### src/rtl/t05_stage_tracker.sv
// t05_stage_tracker: stage-side companion of the compression controller.
// Tracks per-stage completion (finState), issues one-cycle start pulses on
// stage entry, flags out-of-order done pulses (err_seq) and, when built with
// T05_STAGE_TRACKER_WATCHDOG_EN defined, raises a sticky stall flag when a
// stage stays active too long without completing.
// Bit order of done/finState/stage_start: {idle,HG,FLV,HT,FINISHED,CBS,TRN,SPI}.
module t05_stage_tracker #(
  parameter int                WDOG_W     = 16,
  parameter logic [WDOG_W-1:0] WDOG_LIMIT = 16'hFFFF
) (
  input  logic       clk,
  input  logic       rst,
  input  logic [3:0] state,
  input  logic       restart_en,
  input  logic       ht_loop,
  input  logic [7:0] done,
  output logic [7:0] finState,
  output logic [7:0] stage_start,
  output logic       all_done,
  output logic       err_seq,
  output logic       stall
);

  localparam logic [2:0] BIT_SPI = 3'd0;
  localparam logic [2:0] BIT_HT  = 3'd4;
  localparam logic [2:0] BIT_FLV = 3'd5;

  logic [3:0] prev_state;
  logic       act_valid;
  logic [2:0] act_bit;
  logic [7:0] act_mask;
  logic       acc;
  logic       stray;
  logic       start_fire;
  logic       spi_clear;
  logic [7:0] fin_next;
  logic       all_done_next;

  // Map the controller state code onto its finState bit
  always_comb begin
    act_valid = 1'b1;
    act_bit   = 3'd0;
    unique case (state)
      4'd0:    act_bit = 3'd7;
      4'd1:    act_bit = 3'd6;
      4'd2:    act_bit = 3'd5;
      4'd3:    act_bit = 3'd4;
      4'd4:    act_bit = 3'd3;
      4'd5:    act_bit = 3'd2;
      4'd6:    act_bit = 3'd1;
      4'd8:    act_bit = 3'd0;
      default: act_valid = 1'b0;
    endcase
  end

  assign act_mask   = act_valid ? (8'b1 << act_bit) : 8'b0;
  assign acc        = |(done & act_mask);
  assign stray      = |(done & ~act_mask);
  assign start_fire = !restart_en && act_valid && (state != prev_state);
  assign spi_clear  = (finState == 8'hFF);

  // Completion update for an accepted done, including the FLV/HT loop swap
  always_comb begin
    fin_next      = finState;
    all_done_next = 1'b0;
    if (acc) begin
      if (act_bit == BIT_SPI) begin
        fin_next      = 8'hFF;
        all_done_next = 1'b1;
      end else if (act_bit == BIT_HT) begin
        fin_next[BIT_HT] = 1'b1;
        if (ht_loop) fin_next[BIT_FLV] = 1'b0;
      end else if (act_bit == BIT_FLV) begin
        fin_next[BIT_FLV] = 1'b1;
        fin_next[BIT_HT]  = 1'b0;
      end else begin
        fin_next = finState | act_mask;
      end
    end
  end

  // Main tracker registers: restart beats the SPI auto-clear, which beats done handling
  always_ff @(posedge clk) begin
    if (!rst) begin
      finState    <= 8'h00;
      stage_start <= 8'h00;
      all_done    <= 1'b0;
      err_seq     <= 1'b0;
      prev_state  <= 4'd0;
    end else begin
      prev_state  <= state;
      stage_start <= start_fire ? act_mask : 8'h00;
      all_done    <= 1'b0;
      if (restart_en) begin
        finState <= 8'h00;
        err_seq  <= 1'b0;
      end else if (spi_clear) begin
        finState <= 8'h00;
      end else begin
        finState <= fin_next;
        all_done <= all_done_next;
        if (stray) err_seq <= 1'b1;
      end
    end
  end

`ifdef T05_STAGE_TRACKER_WATCHDOG_EN
  logic [WDOG_W-1:0] wdog;
  logic [WDOG_W-1:0] wdog_next;
  logic              acc_eff;

  assign acc_eff = acc && !restart_en && !spi_clear;

  // Watchdog restarts on stage entry, real progress, or in the parked states
  always_comb begin
    if (start_fire || acc_eff || state == 4'd0 || state == 4'd4)
      wdog_next = '0;
    else if (wdog == WDOG_LIMIT)
      wdog_next = wdog;
    else
      wdog_next = wdog + 1'b1;
  end

  // Counter and sticky stall; only reset clears stall
  always_ff @(posedge clk) begin
    if (!rst) begin
      wdog  <= '0;
      stall <= 1'b0;
    end else begin
      wdog <= wdog_next;
      if (wdog_next == WDOG_LIMIT) stall <= 1'b1;
    end
  end
`else
  // Watchdog not built; the comparison keeps the limit parameter referenced
  assign stall = 1'b0 && (WDOG_LIMIT == '0);
`endif

endmodule

### config.mk
export PLATFORM = sky130hd
export DESIGN_NAME = t05_stage_tracker
export DESIGN_NICKNAME = d
export VERILOG_FILES = /design/src/rtl/t05_stage_tracker.sv
export SDC_FILE = /design/constraint.sdc
export NUM_CORES = 1
export LEC_CHECK = 0
export CORE_MARGIN = 2
export CORE_UTILIZATION = 46
export CTS_BUF_LIST = sky130_fd_sc_hd__clkbuf_4 sky130_fd_sc_hd__clkbuf_8 sky130_fd_sc_hd__clkbuf_16
export DETAILED_ROUTE_END_ITERATION = 10
export PLACE_DENSITY = 0.79
export SYNTH_ARGS = -nofsm -noshare
export SYNTH_HDL_FRONTEND = slang
export SYNTH_SLANG_ARGS = --single-unit
### constraint.sdc
create_clock -name clk -period 1.7 [get_ports clk]
set_input_delay 0.34 -clock clk [delete_from_list [all_inputs] [get_ports clk]]
set_output_delay 0.34 -clock clk [all_outputs]
set_load 0.05 [all_outputs]
==> reports/qor.yml, run 1 <==
grt:
  grt_pass1_wl_um: 4700
  grt.total_usage: 0.227
  gr-total-overflow: 0
  antenna_found_initial: 0
  grt_pass1_vias: 1042
  grt_max_degree: 14
power:
  p_per_area_mw_per_mm2: 748
  p_leak_nw: 0.700
  ir_drop_uv: 615
  p_total_mw: 1.23
worst_setup_path:
  r2r_end: "finState[5]"
  regToRegSetupSlack_ns: 0.30
  crit_chain: "clkdlybuf4s50_1 -> mux2i_1 -> o22ai_2 -> buf_4 -> o32ai_1 -> a21oi_1"
  cp.buffers_inverters: 2
  cp.required_ns: 1.91
  crit_path_start: "done[0]"
  slowest_stage: "clkdlybuf4s50_1"
  crit_family: "buffers and inverters"
  end_kind: "flop"
  arrival_ns: 1.72
  criticalPathCategory: "in2reg"
  cp-endpoint: "finState[4]"
  max_stage_delay_ns: 0.45
  cp_max_fo: 3
  r2r_cells: 4
  start_kind: "input port"
  cp_num_cells: 6
  r2r_start: "finState[7]"
yosys:
  netlist.area_leader.share: 0.386
  yosysWarnings: 0
  syn_avg_cell_area_um2: 9.19
  synthArstFlopShare: 0
  synth_area_leaders: "dfxtp_1, o31ai_2, nor2_1"
  synth_area_mm2: 0.00114
  synth_edf_count: 0
  postSynthCellCount: 124
  syn_nets: 140
  synth-seq-cells: 22
  ys.flop_type: "dfxtp_1"
  yosysTopAreaCell: "dfxtp_1"
  ys_types: 45
  synth_seq_area_share: 0.386
placed_design:
  gp_congestion: 0.830
  hpwl_um: 2250
  io_buffers: 33
  dp_slack_ns: -0.368
  placed_area_mm2: 0.00157
  dp_cells: 199
die:
  die_width_um: 53.8
  ioPinCount: 35
  start_util: 0.473
  die_h_um: 53.8
  rows: 18
  design.die.area_mm2: 0.00289
  core_area_mm2: 0.00241
sta:
  period_share: 0.891
  finalSetupTns_ns: 0
  period_minus_slack_ns: 1.51
  finClkSkew_ns: 0.00154
  timing.hold.ws_ns: 0.485
  setup_viol: 0
  setup_ws_ns: 0.186
  max_clock_freq_ghz: 0.660
  finalHoldViolCount: 0
  maxSlewViolCount: 0
  rsz0062_at_grt: "no"
clocking:
  holdBufCountCts: 0
  clockBufferDepth: 2
  cts.sinks: 22
  clkTransAtPathRegs_ns: 0.13
  clkLatencyLatePin_ns: 0.31
  tritoncts: "yes"
  root_buffer: "clkbuf_4"
  cts_made_buffers: 3
  cts_htree_levels: 1
job:
  maxCapViolations: 0
worst_hold_path:
  min_path_type: "reg2reg"
routing:
  vias: 1152
  vias_per_cell: 5.62
  postRouteAntennaNets: 0
  wl_um: 2940
  drc: 0
  wire_per_inst_um: 14.3
  first_pass_iters: 6
  drt-initial-drc-count: 26
finish:
  area_growth_syn_to_layout_pct: 44.2
  n_fill_cell: 189
  post_route_cells_drive_above_1_share: 0.343
  diodes: 0
  final_nets: 192
  fin_cells: 205
  final_util: 0.682
  final_area_mm2: 0.00164
outcome:
  status: "finished clean"
[cells in the final DEF, fill, tap and decap left out, types with 2 or more instances in the layout]
cell type        count
nand4_1              2
and2_1               5
or2_2                3
nor3_1               5
buf_4               42
xnor2_1              2
mux2i_1              3
o31ai_2              5
nor3b_1              2
nand2_1              3
o211ai_1             5
clkbuf_4             3
dlymetal6s2s_1       2
a31oi_1              2
dlygate4sd2_1        2
nor2_1              12
clkdlybuf4s50_1     11
dfxtp_1             22
xor2_1               4
a21oi_1              7
o21ai_0              4
nand2b_1             2
o22ai_1              2
[what timing repair did]
| action | in CTS | in global routing |
|---|---|---|
| gates resized for setup | 2 | 3 |
| pin swaps | 2 | 0 |
| buffers inserted | 2 | 0 |
| hold endpoints to repair | 0 | 0 |
| endpoints found under the setup margin | 3 | 4 |
[registers in the layout, indices dropped and copies added, names as in the netlist]
register     count
finState         8
stage_start      8
prev_state       4
all_done         1
err_seq          1
[worst min-delay path by stage]
stage / cells after the start / startpoint / slack, ns / to
after global placement: 2 / err_seq / 0.46 / err_seq
final: 2 / err_seq / 0.49 / err_seq
after detailed placement: 2 / err_seq / 0.47 / err_seq
after CTS: 2 / err_seq / 0.49 / err_seq
after global routing: 3 / state[0] / 0.50 / stage_start[3]
after floorplan: 1 / rst / 0.47 / prev_state[0]
[where the power goes]
group,internal (mW),switching [mW]
logic,0.127,0.149
registers,0.532,0.00989
clock network,0.238,0.173
total,0.897,0.332
[synth_stat cells (3+ instances only)]
cell type,n
o211ai_1,5
buf_2,7
o31ai_2,5
nor3_1,5
xor2_1,4
o21ai_0,4
dfxtp_1,22
or2_2,3
a21oi_1,7
and2_1,5
nand2_1,3
mux2i_1,3
nor2_1,12
[cells by family (layout without fill, tap and decap cells)]
group	count (synthesis)	count (layout)	share of synthesized area
and+or+nand+nor	47	47	0.251
AOI/OAI and AO/OA	32	32	0.216
DFF	22	22	0.386
buffers and inverters	12	63	0.0604
xor gates and xnor gates	6	6	0.0461
muxes	4	4	0.0362
other	1	1	0.00329
[worst reg2reg max path, cell delays in order (launching register included)]
cell and delay, ns:
dfxtp_1 0.40, nand4_1 0.27, o21ai_0 0.30, buf_4 0.24, o22ai_1 0.11
[routing by layer]
layer / global-route usage / wire, µm / share of wire / up-vias
met5: 0 / 0 / 0 / -
li1: - / - / - / 550
met2: 0.384 / 1440 / 0.49 / 43
met3: 0.0417 / 154 / 0.052 / 11
met1: 0.285 / 1300 / 0.44 / 548
met4: 0.0812 / 52 / 0.018 / 0
[layout make-up]
| type | instances | area [µm²] | area share |
|---|---|---|---|
| timing repair buffer | 58 | 479 | 0.291 |
| multi-input combinational | 90 | 631 | 0.384 |
| inverter | 1 | 3.75 | 0.00228 |
| clock inverter | 1 | 30.0 | 0.0183 |
| clock buffer | 3 | 22.5 | 0.0137 |
| tap | 30 | 37.5 | 0.0228 |
| sequential | 22 | 440 | 0.268 |
(Power assumes the default switching activity.)
==> run 2: changes to the inputs <==
Settings changed: CORE_UTILIZATION 46 to 49, PLACE_DENSITY 0.79 to 0.83.
Clock period 1.7 ns to 1.75 ns, I/O delays scaled along.
==> reports/qor.yml, run 2 (synthesis results as in run 1) <==
die:
  start_util: 0.515
  core_area_mm2: 0.00221
  die_width_um: 52.2
  design.die.area_mm2: 0.00273
  ioPinCount: 35
  die_h_um: 52.2
  rows: 17
finish:
  final_nets: 187
  post_route_cells_drive_above_1_share: 0.325
  area_growth_syn_to_layout_pct: 38.7
  fin_cells: 197
  layout_commonest_cell: "buf_4"
  reg_top3: "finState (8), stage_start (8), prev_state (4)"
  layout_common_cells: "buf_4, dfxtp_1, clkdlybuf4s50_1, nor2_1, a21oi_1"
  diodes: 0
grt:
  grt_max_degree: 14
  grt_pass1_vias: 1086
  grt.total_usage: 0.219
  antenna_found_initial: 0
  gr-total-overflow: 0
  grt_pass1_wl_um: 4570
job:
  maxCapViolations: 0
clocking:
  root_buffer: "clkbuf_4"
  cts_made_buffers: 3
  clockBufferDepth: 2
  cts.sinks: 22
  clkTransAtPathRegs_ns: 0.11
  clkLatencyLatePin_ns: 0.29
  postCtsSetupBuffers: 0
  tritoncts: "yes"
  cts_htree_levels: 1
placed_design:
  io_buffers: 33
  gp_congestion: 0.824
  dp_slack_ns: -0.268
  dp_cells: 194
  hpwl_um: 2130
sta:
  period_minus_slack_ns: 1.71
  max_clock_freq_ghz: 0.583
  maxSlewViolCount: 0
  setup_viol: 0
  finalSetupTns_ns: 0
  finalHoldViolCount: 0
  finClkSkew_ns: 0.00144
  rsz0062_at_grt: "yes"
  timing.hold.ws_ns: 0.492
  setup_ws_ns: 0.0357
  period_share: 0.980
power:
  p_clk_frac: 0.212
  swShare: 0.285
  p_int_mw: 0.718
  p_sw_mw: 0.286
  p_leak_nw: 0.646
  p_per_area_mw_per_mm2: 635
  combPwrFrac: 0.264
  ir_drop_uv: 416
  p_total_mw: 1.00
  p_seq_frac: 0.523
routing:
  wl_um: 2650
  postRouteAntennaNets: 0
  wire_per_inst_um: 13.5
  vias: 1090
  first_pass_iters: 4
  drt-initial-drc-count: 25
  vias_per_cell: 5.53
  drc: 0
worst_setup_path:
  criticalPathCategory: "in2reg"
  cp_max_fo: 7
  cp-endpoint: "finState[1]"
  end_kind: "flop"
  arrival_ns: 1.93
  cp.required_ns: 1.96
  start_kind: "input port"
  regToRegSetupSlack_ns: 0.30
  r2r_start: "finState[5]"
  r2r_cells: 4
  r2r_end: "err_seq"
  crit_path_start: "state[1]"
worst_hold_path:
  min_path_type: "reg2reg"
outcome:
  status: "finished clean"
-- run 2: metrics by stage --
step / utilization / area [µm²]
3_3_place_gp: 0.699 / 1550
3_5_place_dp: 0.699 / 1550
6_report: 0.715 / 1580
4_1_cts: 0.709 / 1570
5_1_grt: 0.715 / 1580
2_1_floorplan: - / 1140
-- run 2: area by class of cell --
type / instances / area [µm²]
clock buffers: 3 / 22.5
fillers: 171 / 631
inverters: 1 / 3.75
multi-input cells: 90 / 642
flip-flops and latches: 22 / 440
well taps: 28 / 35.0
repair buffers: 53 / 438
-- run 2: layer usage --
metal  track usage  vias to the layer above  share of wire
met5             0                        -              0
met3        0.0200                        4          0.042
met2         0.373                       35           0.51
met1         0.288                      509           0.43
li1              -                      542              -
met4        0.0769                        0          0.014
-- run 2: what timing repair did --
item / CTS / global route
endpoints found under the setup margin: 0 / 7
hold buffers: 0 / 0
gates resized for setup: 0 / 3
-- run 2: worst min path at each step --
stage | startpoint | to | slack (ns) | depth (start not counted)
6_report | err_seq | err_seq | 0.49 | 2
5_1_grt | finState[4] | finState[4] | 0.55 | 2
4_1_cts | err_seq | err_seq | 0.50 | 2
3_5_place_dp | err_seq | err_seq | 0.48 | 2
3_3_place_gp | err_seq | err_seq | 0.47 | 2
2_1_floorplan | rst | prev_state[0] | 0.48 | 1
-- run 2: critical path, cell delays in order --
cell and delay (ns):
clkdlybuf4s50_1 0.50, or3_1 0.47, o22ai_4 0.19, nor3_4 0.05, buf_4 0.16, o31ai_2 0.20
-- run 2: power groups by stage --
stage	clock (mW)	combinational, mW	sequential [mW]
floorplan	0	0.117	0.573
finish	0.213	0.266	0.526
CTS	0.221	0.261	0.526
global placement	0	0.255	0.537
detailed placement	0	0.259	0.537
global route	0.240	0.286	0.528
==> run 3: changes to the inputs <==
Settings changed: ABC_AREA set to 1, CORE_UTILIZATION 49 to 48.
==> reports/qor.yml, run 3 <==
outcome:
  status: "finished clean"
finish:
  layout_common_cells: "buf_4, nand2_1, dfxtp_1, inv_1, clkdlybuf4s50_1"
  reg_top3: "finState (8), stage_start (8), prev_state (4)"
  post_route_cells_drive_above_1_share: 0.330
  layout_commonest_cell: "buf_4"
  final_nets: 215
  area_growth_syn_to_layout_pct: 42.5
  diodes: 0
job:
  maxCapViolations: 0
worst_setup_path:
  crit_chain: "clkdlybuf4s50_1 -> inv_2 -> nor2_4 -> nand2_1 -> nand2_1 -> nand4_1 -> o21ai_0 -> nand2_1"
  max_stage_delay_ns: 0.66
  cp_max_fo: 8
  criticalPathCategory: "in2reg"
  cp.required_ns: 1.95
  cp.buffers_inverters: 2
  crit_path_frequent_cell: "nand2_1"
  slowest_stage: "clkdlybuf4s50_1"
  start_kind: "input port"
  end_kind: "flop"
  crit_family: "buffers and inverters"
  arrival_ns: 1.79
yosys:
  synthTopCellsByCount: "nand2_1, dfxtp_1, inv_1"
  synth_area_mm2: 0.00109
  yosysWarnings: 0
  ys_types: 22
  ys.flop_type: "dfxtp_1"
  syn_nets: 159
  netlist.area_leader.share: 0.405
  synth-seq-cells: 22
  synth_area_leaders: "dfxtp_1, nand2_1, inv_1"
  syn_avg_cell_area_um2: 7.61
  yosysTopAreaCell: "dfxtp_1"
  synthMostInstantiatedCell: "nand2_1"
  synthArstFlopShare: 0
  postSynthCellCount: 143
  synth_edf_count: 0
  synth_seq_area_share: 0.405
die:
  design.die.area_mm2: 0.00266
  die_h_um: 51.6
  ioPinCount: 35
  rows: 17
  core_area_mm2: 0.00217
  die_width_um: 51.6
  start_util: 0.502
sta:
  finalSetupTns_ns: 0
  max_clock_freq_ghz: 0.629
  setup_viol: 0
  period_minus_slack_ns: 1.59
  maxSlewViolCount: 0
  rsz0062_at_grt: "no"
  timing.hold.ws_ns: 0.462
  period_share: 0.908
  finClkSkew_ns: 0.00355
  finalHoldViolCount: 0
clocking:
  clockBufferDepth: 2
  cts.sinks: 22
  root_buffer: "clkbuf_4"
  ctsResizeCount: 0
  postCtsSetupBuffers: 0
  cts_htree_levels: 1
  holdBufCountCts: 0
  cts_made_buffers: 3
  tritoncts: "yes"
  clkTransAtPathRegs_ns: 0.11
  clkLatencyLatePin_ns: 0.30
routing:
  vias_per_cell: 4.69
  wl_um: 2570
  postRouteAntennaNets: 0
  drc: 0
  wire_per_inst_um: 11.4
  vias: 1056
  drt-initial-drc-count: 23
  first_pass_iters: 4
power:
  p_sw_mw: 0.284
  swShare: 0.289
  ir_drop_uv: 527
  p_seq_frac: 0.532
  p_clk_frac: 0.231
  combPwrFrac: 0.237
  p_leak_nw: 0.772
  p_int_mw: 0.696
  p_per_area_mw_per_mm2: 632
grt:
  grt_pass1_wl_um: 4490
  grt_max_degree: 12
  grt-busiest-layer: "met2"
  antenna_found_initial: 0
  grt.total_usage: 0.230
  grt_use_met2: 0.417
  grt_pass1_vias: 1042
  gr-total-overflow: 0
  grt_use_met1: 0.265
  met3_usage: 0.0402
placed_design:
  io_buffers: 33
  gp_congestion: 0.881
  hpwl_um: 2170
worst_hold_path:
  min_path_type: "reg2reg"
==> run 3: per-layer routing <==
metal,part of all wire,wire length [µm]
met5,0,0
met2,0.50,1300
met4,0.019,50
met3,0.053,135
met1,0.42,1080
==> run 3: stage by stage <==
step	worst slack, ns	cell area (µm²)	power, mW	utilization	std cells
final	0.160	1550	0.980	0.715	225
after global routing	0.0216	1550	1.02	0.715	225
after CTS	0.148	1550	0.981	0.715	225
after detailed placement	-0.180	1530	0.765	0.705	222
after global placement	-0.156	1530	0.760	0.705	222
after floorplan	0.238	1090	0.673	-	143
==> run 3: final cells by class <==
class,instances,area (µm²)
sequential,22,440
timing repair buffer,56,458
inverter,19,71.3
clock buffer,3,22.5
multi-input combinational,97,524
tap,28,35.0
fill,182,618
==> run 3: path summary, 6_finish.rpt <==
check | from | to | slack, ns | depth (start not counted)
worst min-delay path | err_seq | err_seq | 0.46 | 2
worst max register to register | finState[5] | err_seq | 0.60 | 5
worst max-delay path | state[1] | err_seq | 0.16 | 8
worst min register to register | err_seq | err_seq | 0.46 | 2
==> run 3: kinds of logic (layout without fill, tap and decap cells) <==
family / count (synthesis) / count (layout) / share of synthesized area
flip-flops: 22 / 22 / 0.405
AO/OA/AOI/OAI: 12 / 12 / 0.0586
AND/OR/NAND/NOR: 80 / 80 / 0.387
XOR/XNOR: 4 / 4 / 0.0322
other: 1 / 1 / 0.00344
buffers and inverters: 24 / 78 / 0.114
==> run 3: worst register-to-register path, cell delays in order, from the launching register on <==
cell and delay (ns):
dfxtp_1 0.40, nand4_1 0.14, o21ai_1 0.20, inv_1 0.14, o21ai_0 0.12, nand2_1 0.07
==> run 3: power groups by stage <==
stage | Sequential, mW | Combinational (mW) | Clock [mW]
detailed placement | 0.533 | 0.232 | 0
global route | 0.523 | 0.254 | 0.244
CTS | 0.522 | 0.233 | 0.226
floorplan | 0.561 | 0.112 | 0
finish | 0.521 | 0.232 | 0.226
global placement | 0.532 | 0.228 | 0
